==> config.mk <==
export PLATFORM = sky130hd
export DESIGN_NAME = pc_lut_rev
export DESIGN_NICKNAME = d
export VERILOG_FILES = /design/src/rtl/pc_lut_rev.sv
export SDC_FILE = /design/constraint.sdc
export NUM_CORES = 1
export LEC_CHECK = 0
export ABC_AREA = 0
export CORE_MARGIN = 2
export CORE_UTILIZATION = 60
export CTS_CLUSTER_DIAMETER = 100
export CTS_CLUSTER_SIZE = 12
export DETAILED_ROUTE_END_ITERATION = 8
export PLACE_DENSITY = 0.85
export SYNTH_ARGS = -nofsm -noshare
export SYNTH_HDL_FRONTEND = slang
export SYNTH_SLANG_ARGS = --single-unit
==> constraint.sdc <==
create_clock -name clk -period 5.5 [get_ports clk]
set_input_delay 0.55 -clock clk [delete_from_list [all_inputs] [get_ports clk]]
set_output_delay 0.55 -clock clk [all_outputs]
set_load 0.01 [all_outputs]
==> src/rtl/pc_lut_rev.sv <==
// Reverse lookup for the branch-target LUT: maps a 10-bit PC target back to the
// lowest LUT index holding it, using a one-entry-per-cycle scan behind valid/ready.
module pc_lut_rev #(
   parameter int D       = 10,
   parameter int A       = 8,
   parameter int ENTRIES = 32
) (
   input  logic         clk,
   input  logic         rst_n,
   input  logic         wr_en,
   input  logic [A-1:0] wr_idx,
   input  logic [D-1:0] wr_target,
   input  logic         req_valid,
   output logic         req_ready,
   input  logic [D-1:0] req_target,
   output logic         rsp_valid,
   output logic         rsp_hit,
   output logic [A-1:0] rsp_idx,
   input  logic         rsp_ready
);

   localparam int         IW        = (ENTRIES > 1) ? $clog2(ENTRIES) : 1;
   localparam logic [A:0] ENTRIES_W = (A+1)'(ENTRIES);
   localparam logic [A-1:0] LAST    = A'(ENTRIES - 1);
   localparam logic [A-1:0] ONE     = A'(1);

   typedef enum logic [1:0] {
      IDLE = 2'd0,
      SCAN = 2'd1,
      RESP = 2'd2
   } state_t;

   state_t          state_r;
   logic [A-1:0]    ptr_r;
   logic [D-1:0]    key_r;
   logic            req_ready_r;
   logic            rsp_valid_r;
   logic            rsp_hit_r;
   logic [A-1:0]    rsp_idx_r;

   logic [ENTRIES-1:0] valid_r;
   logic [D-1:0]       target_r [ENTRIES];

   logic            wr_ok_s;
   logic [IW-1:0]   wr_slot_s;
   logic [IW-1:0]   ptr_slot_s;
   logic            hit_s;

   // Decode write legality and the compare of the entry under the scan pointer.
   always_comb begin
      wr_ok_s    = 1'b0;
      wr_slot_s  = wr_idx[IW-1:0];
      ptr_slot_s = ptr_r[IW-1:0];
      hit_s      = 1'b0;
      if (wr_en && ({1'b0, wr_idx} < ENTRIES_W)) begin
         wr_ok_s = 1'b1;
      end else begin
         wr_ok_s = 1'b0;
      end
      // Compare sees only contents registered before this edge.
      if (valid_r[ptr_slot_s] && (target_r[ptr_slot_s] == key_r)) begin
         hit_s = 1'b1;
      end else begin
         hit_s = 1'b0;
      end
   end

   // Target table storage; writes land in any FSM state.
   always_ff @(posedge clk or negedge rst_n) begin
      if (!rst_n) begin
         valid_r <= {ENTRIES{1'b0}};
         for (int i = 0; i < ENTRIES; i++) begin
            target_r[i] <= {D{1'b0}};
         end
      end else if (wr_ok_s) begin
         valid_r[wr_slot_s]  <= 1'b1;
         target_r[wr_slot_s] <= wr_target;
      end
   end

   // Lookup FSM with registered handshake and response outputs.
   always_ff @(posedge clk or negedge rst_n) begin
      if (!rst_n) begin
         state_r     <= IDLE;
         ptr_r       <= {A{1'b0}};
         key_r       <= {D{1'b0}};
         req_ready_r <= 1'b1;
         rsp_valid_r <= 1'b0;
         rsp_hit_r   <= 1'b0;
         rsp_idx_r   <= {A{1'b0}};
      end else begin
         case (state_r)
            IDLE: begin
               if (req_valid) begin
                  key_r       <= req_target;
                  ptr_r       <= {A{1'b0}};
                  req_ready_r <= 1'b0;
                  state_r     <= SCAN;
               end
            end
            SCAN: begin
               if (hit_s) begin
                  rsp_hit_r   <= 1'b1;
                  rsp_idx_r   <= ptr_r;
                  rsp_valid_r <= 1'b1;
                  state_r     <= RESP;
               end else if (ptr_r == LAST) begin
                  rsp_hit_r   <= 1'b0;
                  rsp_idx_r   <= {A{1'b0}};
                  rsp_valid_r <= 1'b1;
                  state_r     <= RESP;
               end else begin
                  ptr_r <= ptr_r + ONE;
               end
            end
            RESP: begin
               if (rsp_ready) begin
                  rsp_valid_r <= 1'b0;
                  rsp_hit_r   <= 1'b0;
                  rsp_idx_r   <= {A{1'b0}};
                  ptr_r       <= {A{1'b0}};
                  req_ready_r <= 1'b1;
                  state_r     <= IDLE;
               end
            end
            default: begin
               state_r     <= IDLE;
               ptr_r       <= {A{1'b0}};
               req_ready_r <= 1'b1;
               rsp_valid_r <= 1'b0;
               rsp_hit_r   <= 1'b0;
               rsp_idx_r   <= {A{1'b0}};
            end
         endcase
      end
   end

   assign req_ready = req_ready_r;
   assign rsp_valid = rsp_valid_r;
   assign rsp_hit   = rsp_hit_r;
   assign rsp_idx   = rsp_idx_r;

endmodule

After elaboration in Yosys (flattened, before gate mapping)
Index checks and enable logic that the tools add are counted.

Bitwise logic cells: 5. Reductions and logical operators: 10. $lt $le $gt $ge: 7. Muxes and demuxes: 35. $add $sub $neg: 1. Equal/unequal tests: 9.

Operators by type and width (count): $bwmux W320 (1); $bmux W10 S5 (1); $demux W10 S5 (1); $mux W8 (6); $pmux W8 S3 (2); $or A32 B32 Y32 (1); $mux W10 (3); $ge A6 B6 Y1 const B (2); $lt A5 B6 Y1 const B (2); $not A5 Y6 (2); $mux W1 (11); $eq A10 B10 Y1 (1); $pmux W1 S3 (3); $reduce_and A3 Y1 (3); $add A8 B1 Y8 const B (1); $eq A8 B5 Y1 const B (1); $lt A8 B6 Y1 const B (1); $mux W2 (4); $ne A2 B2 Y1 const B (4); $lt A6 B1 Y1 const B (1); $pmux W2 S3 (1); $bmux W1 S5 (1); $demux W1 S5 (1); $ge A5 B1 Y1 const B (1); 8 further kinds (12).

Flip-flop bits (word level): 383. Word-level logic and storage cells: 107. Output and inout port bits: 11.

Logic depth before layout (Yosys ltp)
Gate-level depths: netlist of the first run.

Depth after elaboration: 9. Gate-level depth with buffers: 14.

Worst setup path before layout of the first run
OpenSTA, ideal clock, no wires.

Path type: reg2reg. From: register ptr_r[0]. To: register ptr_r[7]. Clock period less this slack: 2915 ps. Library setup time: 87 ps. Arrival: 2829 ps. Stages on the path, launching flop included: 13. Path slack: 2585 ps. Cell sequence: dfrtp_1 > buf_6 > buf_6 > mux4_2 > mux2_2 > a22oi_1 > nor3b_2 > xnor2_1 > nor3_2 > and4_1 > buf_6 > or4_1 > o211ai_1.

Longest elaborated chain between the ends: 9.

RTL lines: start, declared (RTL line 34) `logic [A-1:0] ptr_r;`; start signal, assigned (RTL line 85) `ptr_r <= {A{1'b0}};`; start signal, assigned (RTL line 96) `ptr_r <= {A{1'b0}};`; start signal, assigned (RTL line 113) `ptr_r <= ptr_r + ONE;`; $not A5 Y6 (not written as such) (RTL line 61) `if (valid_r[ptr_slot_s] && (target_r[ptr_slot_s] == key_r)) begin`; $bmux W10 S5 (RTL line 61); $mux W10 (not written as such) (2 in series) (RTL line 61); $eq A10 B10 Y1 (RTL line 61); $logic_and A1 B1 Y1 (RTL line 61); $mux W1 (RTL line 61); $ne A2 B2 Y1 (no source line); $reduce_and A4 Y1 (no source line).

Parallel ways exist; a longest one is shown, timed or not. The select of a mux whose other input is x is not followed. A chain may end at the register's enable or synchronous reset.

Final worst setup path of the first run
From: register ptr_r[1]. To: register ptr_r[1].

Same word-level chain as after synthesis.

==> results of run 1 <==
[report_power, final]
part	switching, mW	internal, mW	total, mW
clock network	0.997	1.21	2.20
logic	1.14	0.905	2.04
registers	0.334	3.02	3.36
total	2.47	5.13	7.60
[cells by family (layout without fill, tap and decap cells)]
kind of cell / after synthesis / count (layout) / share of synthesized area, %
buf+inv: 114 / 121 / 3.30
xor+xnor: 6 / 6 / 0.295
fa+ha+maj: 1 / 1 / 0.0701
compound gates: 103 / 103 / 4.02
flops: 383 / 383 / 53.7
simple gates: 206 / 206 / 6.31
mux: 476 / 476 / 32.3
[state kept, by name, summed over array words and instances (netlist names)]
signal and count:
valid_r 32, target_r 320, key_r 10, ptr_r 8
req_ready 1, rsp_idx 8, state_r 2, rsp_valid 1
rsp_hit 1
[cells in the final DEF, fill, tap and decap left out, types with 3 or more instances in the layout]
master	Yosys	final
mux2i_1	89	89
and2_1	4	4
nor3b_1	3	3
a21oi_1	11	11
nand2b_1	21	21
xnor2_1	4	4
o21ai_0	15	15
nand2_1	49	49
nand4_1	5	5
a211oi_1	3	3
nand3b_1	6	6
mux4_2	45	45
nor2_1	33	33
and3_1	5	5
or3_1	3	3
buf_4	11	28
nor4_1	4	4
dfrtp_1	382	380
clkbuf_1	64	8
clkbuf_16	0	37
clkdlybuf4s50_1	0	42
nor3_1	6	6
nor2b_1	9	8
mux2_2	342	342
or2_2	20	20
nand4b_1	3	3
a22oi_1	44	44
nand3_1	19	19
o22ai_1	8	8
a221oi_1	3	3
or3b_2	3	3
[routing by layer]
metal | global-route usage (%) | part of all wire, % | up-vias | wire [um]
met1 | 39.4 | 42 | 5861 | 18100
met4 | 8.51 | 2.9 | 0 | 1250
li1 | - | - | 4680 | -
met5 | 0 | 0 | - | 0
met2 | 45.4 | 47 | 429 | 20500
met3 | 6.31 | 7.6 | 88 | 3270
[final timing paths]
path	to	slack (ps)	startpoint
worst max register to register	ptr_r[1]	1310	ptr_r[1]
worst max-delay path	ptr_r[1]	1310	ptr_r[1]
min in group clk	valid_r[28]	460	valid_r[28]
max in group asynchronous	ptr_r[1]	4140	rst_n
worst min-delay path	target_r[315]	110	rst_n
worst min register to register	valid_r[28]	460	valid_r[28]
[metrics by stage]
| stage | util, % | std cells | power (mW) |
|---|---|---|---|
| floorplan | - | 1289 | 4.80 |
| global placement | 62.6 | 1641 | 5.35 |
| detailed placement | 62.6 | 1641 | 5.40 |
| CTS | 65.8 | 1686 | 7.59 |
| global route | 65.8 | 1686 | 7.90 |
| finish | 65.8 | 1686 | 7.60 |
[layout make-up]
class	instances	area [um2]
repair buffers	73	686
flip-flops and latches	383	9590
inverters	3	11.3
clock buffers	45	956
fillers	2092	10100
multi-input cells	792	7680
well taps	390	488
[worst register-to-register path, delay by kind of cell, from the launching register on]
kind | cells | cell delay [ps]
XOR/XNOR | 1 | 170
multiplexers | 2 | 820
AND/OR/NAND/NOR | 3 | 850
buffers and inverters | 1 | 420
flip-flops | 1 | 910
AO/OA/AOI/OAI | 3 | 960
[Yosys cell counts, drive strengths merged (3+ instances only)]
cell type | count | share of area, %
a211oi | 4 | 0.20
a21oi | 11 | 0.31
a221oi | 4 | 0.23
a22oi | 44 | 1.9
and2 | 4 | 0.14
and3 | 5 | 0.18
buf | 47 | 1.9
clkbuf | 64 | 1.3
dfrtp | 382 | 54
mux2 | 342 | 22
mux2i | 89 | 5.0
mux4 | 45 | 5.7
nand2 | 50 | 1.1
nand2b | 21 | 0.74
nand3 | 19 | 0.53
nand3b | 6 | 0.25
nand4 | 5 | 0.18
nand4b | 3 | 0.15
nor2 | 34 | 0.73
nor2b | 9 | 0.32
nor3 | 7 | 0.22
nor3b | 4 | 0.20
nor4 | 4 | 0.14
nor4b | 3 | 0.15
o21ai | 17 | 0.48
o22ai | 8 | 0.28
or2 | 20 | 0.70
or3 | 3 | 0.11
or3b | 3 | 0.15
xnor2 | 4 | 0.20
==> impl_metrics.py, run 1 <==
metrics = {
    "timing": {
        "finalHoldViolations": 0,
        "period_share_pct": 76.2,
        "rsz0062_at_grt": "no",
        "worst_pin_slew_ps": 1300,
        "hold_ws_ps": 111,
        "tns_ps": 0,
        "finClkSkew_ps": 15.9,
        "setup_viol": 0,
        "clock.fmax_mhz": 238,
        "slew_violations": 0,
        "setup_ws_ps": 1310,
        "slew_headroom_pct": 12.9,
        "min_period_ps": 4190,
    },
    "synth": {
        "yosysWarnings": 0,
        "syn_area_per_cell_um2": 13.8,
        "async_flop_share_pct": 100,
        "syn_inst": 1289,
        "synth_nets": 1323,
        "synthesis.area_mm2": 0.0178,
        "ys_types": 62,
        "ys.flop_type": "dfrtp_1",
        "ys_seq_area_share_pct": 53.7,
        "synth_edf_count": 0,
        "ys_ff_latch": 383,
    },
    "worst_setup_path": {
        "cpMostUsedCell": "a211oi_1",
        "slowest_stage": "dfrtp_4",
        "path_depth": 10,
        "path_cells": "buf_4, mux4_2, a221oi_1, a211oi_1, xnor2_1, nand3_1, a211oi_1, and4_1, mux2_2, nand2_1",
        "cp_top_family": "compound AO/OA/AOI/OAI gates",
        "startpoint_type": "flip-flop",
        "r2r_cells": 10,
        "cpPeakStageDelay_ps": 910,
        "worstPathRequired_ps": 5950,
        "crit_arrival_ps": 4640,
        "critical_path_class": "reg -> reg",
        "critPathBufInv": 1,
        "crit_path_end_kind": "flip-flop",
        "crit_fanout": 37,
    },
    "floorplanning": {
        "std_cell_rows": 63,
        "dieWidth_um": 176,
        "die_area_mm2": 0.0311,
        "initial_utilization_pct": 60.5,
        "die_y_um": 176,
        "io_pins": 44,
        "core_area_mm2": 0.0295,
    },
    "cells_and_area": {
        "stdcell_area_mm2": 0.0194,
        "antenna_cells": 0,
        "syn2layout_area_growth_pct": 8.83,
        "fin_nets": 1324,
        "drive_gt1_share_pct": 37.9,
    },
    "place": {
        "place_hpwl_um": 27600,
        "placed_cell_area_mm2": 0.0185,
        "preCtsSetupSlack_ps": 1330,
        "gp_congestion": 0.931,
        "port-buffer-count": 43,
    },
    "clock_network": {
        "cts_sinks": 383,
        "cts-root-buf": "clkbuf_16",
        "ctsResizeCount": 0,
        "cts_buffers": 37,
        "clk_pin_slew_ps": 60,
        "ctsHtreeMaxLevel": 2,
        "cts_tree": "done",
        "cts.path.max_buffers": 3,
        "post_cts_buffers": 0,
        "hold_buffers": 0,
        "insertion_delay_ps": 510,
    },
    "detailed_routing": {
        "viasPerCell": 6.56,
        "route.detailed.drc": 0,
        "wl_per_cell_um": 25.6,
        "drtIter0Drc": 981,
        "antenna_left": 0,
        "vias": 11058,
        "drt-total-wl_um": 43200,
        "firstDrtPassIters": 5,
    },
    "run": {
        "cap_violations": 0,
    },
    "power": {
        "cellLeakagePower_nw": 9.39,
        "pwr_density_cell_mw_per_mm2": 392,
        "peakVddDrop_v": 0.000331,
    },
    "grt": {
        "grt_pass1_vias": 11457,
        "track_usage_pct": 28.4,
        "grt_first_pass_wirelength_um": 67300,
        "overflow": 0,
        "grt_max_degree": 145,
        "antenna_found_initial": 0,
    },
    "hold_path": {
        "min_path_type": "in -> async",
    },
    "run_status": {
        "outcome": "finished, final reports clean",
    },
}
Power figures use the tool's default switching activity.
==> run 2: changes to the inputs <==
- CORE_UTILIZATION: 60 -> 56
- PLACE_DENSITY: 0.85 -> 0.83
- clock period: 5.5 -> 3.8 ns (I/O delays scaled with it)
==> run 2 against run 1 <==
Against the previous run:
- clock power is 44% higher
- critical path depth stayed put
- the flow now finishes with violations (negative hold slack)
- die area is 7.0% higher
- critical path type unchanged
- sequential cell count stayed put
- critical endpoint unchanged
==> impl_metrics.py, run 2 (synthesized netlist as in run 1, its figures left out) <==
metrics = {
    "floorplanning": {
        "std_cell_rows": 65,
        "die_y_um": 182,
        "io_pins": 44,
        "die_area_mm2": 0.0333,
        "dieWidth_um": 182,
        "initial_utilization_pct": 56.7,
        "core_area_mm2": 0.0315,
    },
    "detailed_routing": {
        "firstDrtPassIters": 5,
        "route.detailed.drc": 0,
        "wl_per_cell_um": 25.5,
        "drtIter0Drc": 1031,
        "antenna_left": 0,
        "drt-total-wl_um": 44400,
        "vias": 11292,
        "viasPerCell": 6.49,
    },
    "worst_setup_path": {
        "r2r_setup_slack_ps": 220,
        "crit_fanout": 18,
        "r2r_cells": 10,
        "worstReg2RegEnd": "ptr_r[1]",
        "worstPathRequired_ps": 4250,
        "r2r-start": "ptr_r[1]",
        "critical_path_class": "reg -> reg",
        "crit_path_end_kind": "flip-flop",
        "crit_arrival_ps": 4040,
        "startpoint_type": "flip-flop",
    },
    "cells_and_area": {
        "stdcell_area_mm2": 0.0198,
        "syn2layout_area_growth_pct": 11.0,
        "largest_register": "target_r",
        "final_common_cell": "dfrtp_1",
        "final_cell_mix": "dfrtp_1 (380), mux2_2 (342), mux2i_1 (89)",
        "reg_top3": "target_r (320), valid_r (32), key_r (10)",
        "largest_register_ffs": 320,
        "fin_nets": 1366,
        "drive_gt1_share_pct": 39.8,
        "antenna_cells": 0,
    },
    "timing": {
        "period_share_pct": 94.3,
        "setup_viol": 0,
        "clock.fmax_mhz": 279,
        "setup_ws_ps": 218,
        "hold_ws_ps": -2.74,
        "tns_ps": 0,
        "finClkSkew_ps": 18.6,
        "worst_pin_slew_ps": 1350,
        "rsz0062_at_grt": "no",
        "min_period_ps": 3580,
        "slew_violations": 0,
        "slew_headroom_pct": 9.86,
        "finalHoldViolations": 1,
    },
    "run_status": {
        "outcome": "finished with violations",
        "violations": "negative hold slack",
    },
    "hold_path": {
        "min_path_type": "in -> async",
    },
    "grt": {
        "track_usage_pct": 27.4,
        "antenna_found_initial": 0,
        "grt_max_degree": 124,
        "grt_pass1_vias": 11792,
        "grt_first_pass_wirelength_um": 69800,
        "overflow": 0,
    },
    "clock_network": {
        "cts.path.max_buffers": 3,
        "ctsHtreeMaxLevel": 2,
        "cts-root-buf": "clkbuf_16",
        "clk_pin_slew_ps": 70,
        "hold_buffers": 0,
        "insertion_delay_ps": 520,
        "cts_tree": "done",
        "post_cts_buffers": 0,
        "cts_buffers": 37,
        "ctsResizeCount": 0,
        "cts_sinks": 383,
    },
    "power": {
        "pwr_density_cell_mw_per_mm2": 565,
        "p_comb_share_pct": 29.4,
        "seq_power_share_pct": 42.2,
        "cellLeakagePower_nw": 9.62,
        "power.switching_mw": 3.58,
        "pwr-share-clk_pct": 28.4,
        "swShare_pct": 32.0,
        "peakVddDrop_v": 0.000339,
        "p_int_mw": 7.61,
    },
    "place": {
        "port-buffer-count": 43,
        "gp_congestion": 0.947,
        "placed_cell_area_mm2": 0.0188,
        "place_hpwl_um": 29600,
        "preCtsSetupSlack_ps": 359,
    },
    "run": {
        "cap_violations": 0,
    },
}
[run 2: final cells by class]
cell class                      instances  area [um2]
Timing Repair Buffer                  115        1050
Fill cell                            2307       11700
Multi-Input combinational cell        792        7680
Inverter                                3        11.3
Tap cell                              402         503
Sequential cell                       383        9590
Clock buffer                           45         956
[run 2: how the worst max path moves through the flow]
stage	cells past startpoint	slack, ps	from	endpoint
after floorplan	12	880	ptr_r[0]	ptr_r[7]
after global placement	10	360	ptr_r[1]	ptr_r[1]
after detailed placement	10	360	ptr_r[1]	ptr_r[1]
after CTS	10	340	ptr_r[1]	ptr_r[1]
after global routing	10	100	ptr_r[1]	ptr_r[1]
final	10	220	ptr_r[1]	ptr_r[1]
[run 2: metal layers]
layer,GRT usage (%),wire length (um),up-vias
met1,38.0,18400,5944
li1,-,-,4763
met4,9.03,1400,0
met3,7.06,3900,94
met5,0,0,-
met2,42.7,20700,491
[run 2: power groups by stage]
stage,Clock [mW],Combinational (mW),Sequential (mW)
floorplan,0,2.38,4.57
global placement,0,3.17,4.76
detailed placement,0,3.22,4.78
CTS,3.22,3.24,4.71
global route,3.38,3.50,4.75
finish,3.17,3.29,4.72
[run 2: per-stage QoR]
step / cells / utilization, % / total power, mW
2_1_floorplan: 1289 / - / 6.95
3_3_place_gp: 1695 / 59.8 / 7.93
3_5_place_dp: 1695 / 59.8 / 8.00
4_1_cts: 1740 / 62.9 / 11.2
5_1_grt: 1740 / 62.9 / 11.6
6_report: 1740 / 62.9 / 11.2
[run 2: worst max-delay path, cell delays in order, from the launching register on]
cell and delay [ps]:
dfrtp_4 660, buf_4 350, mux4_2 360, o22ai_1 340
a211oi_1 100, xnor2_1 240, nand3_1 130, a211oi_1 230
and4_1 630, mux2_2 400, nand2_1 60
==> run 3: changes to the inputs <==
- SKIP_CTS_REPAIR_TIMING: not set -> 1
==> results of run 3 <==
Final layout, timing and power as in run 2 (identical DEF).
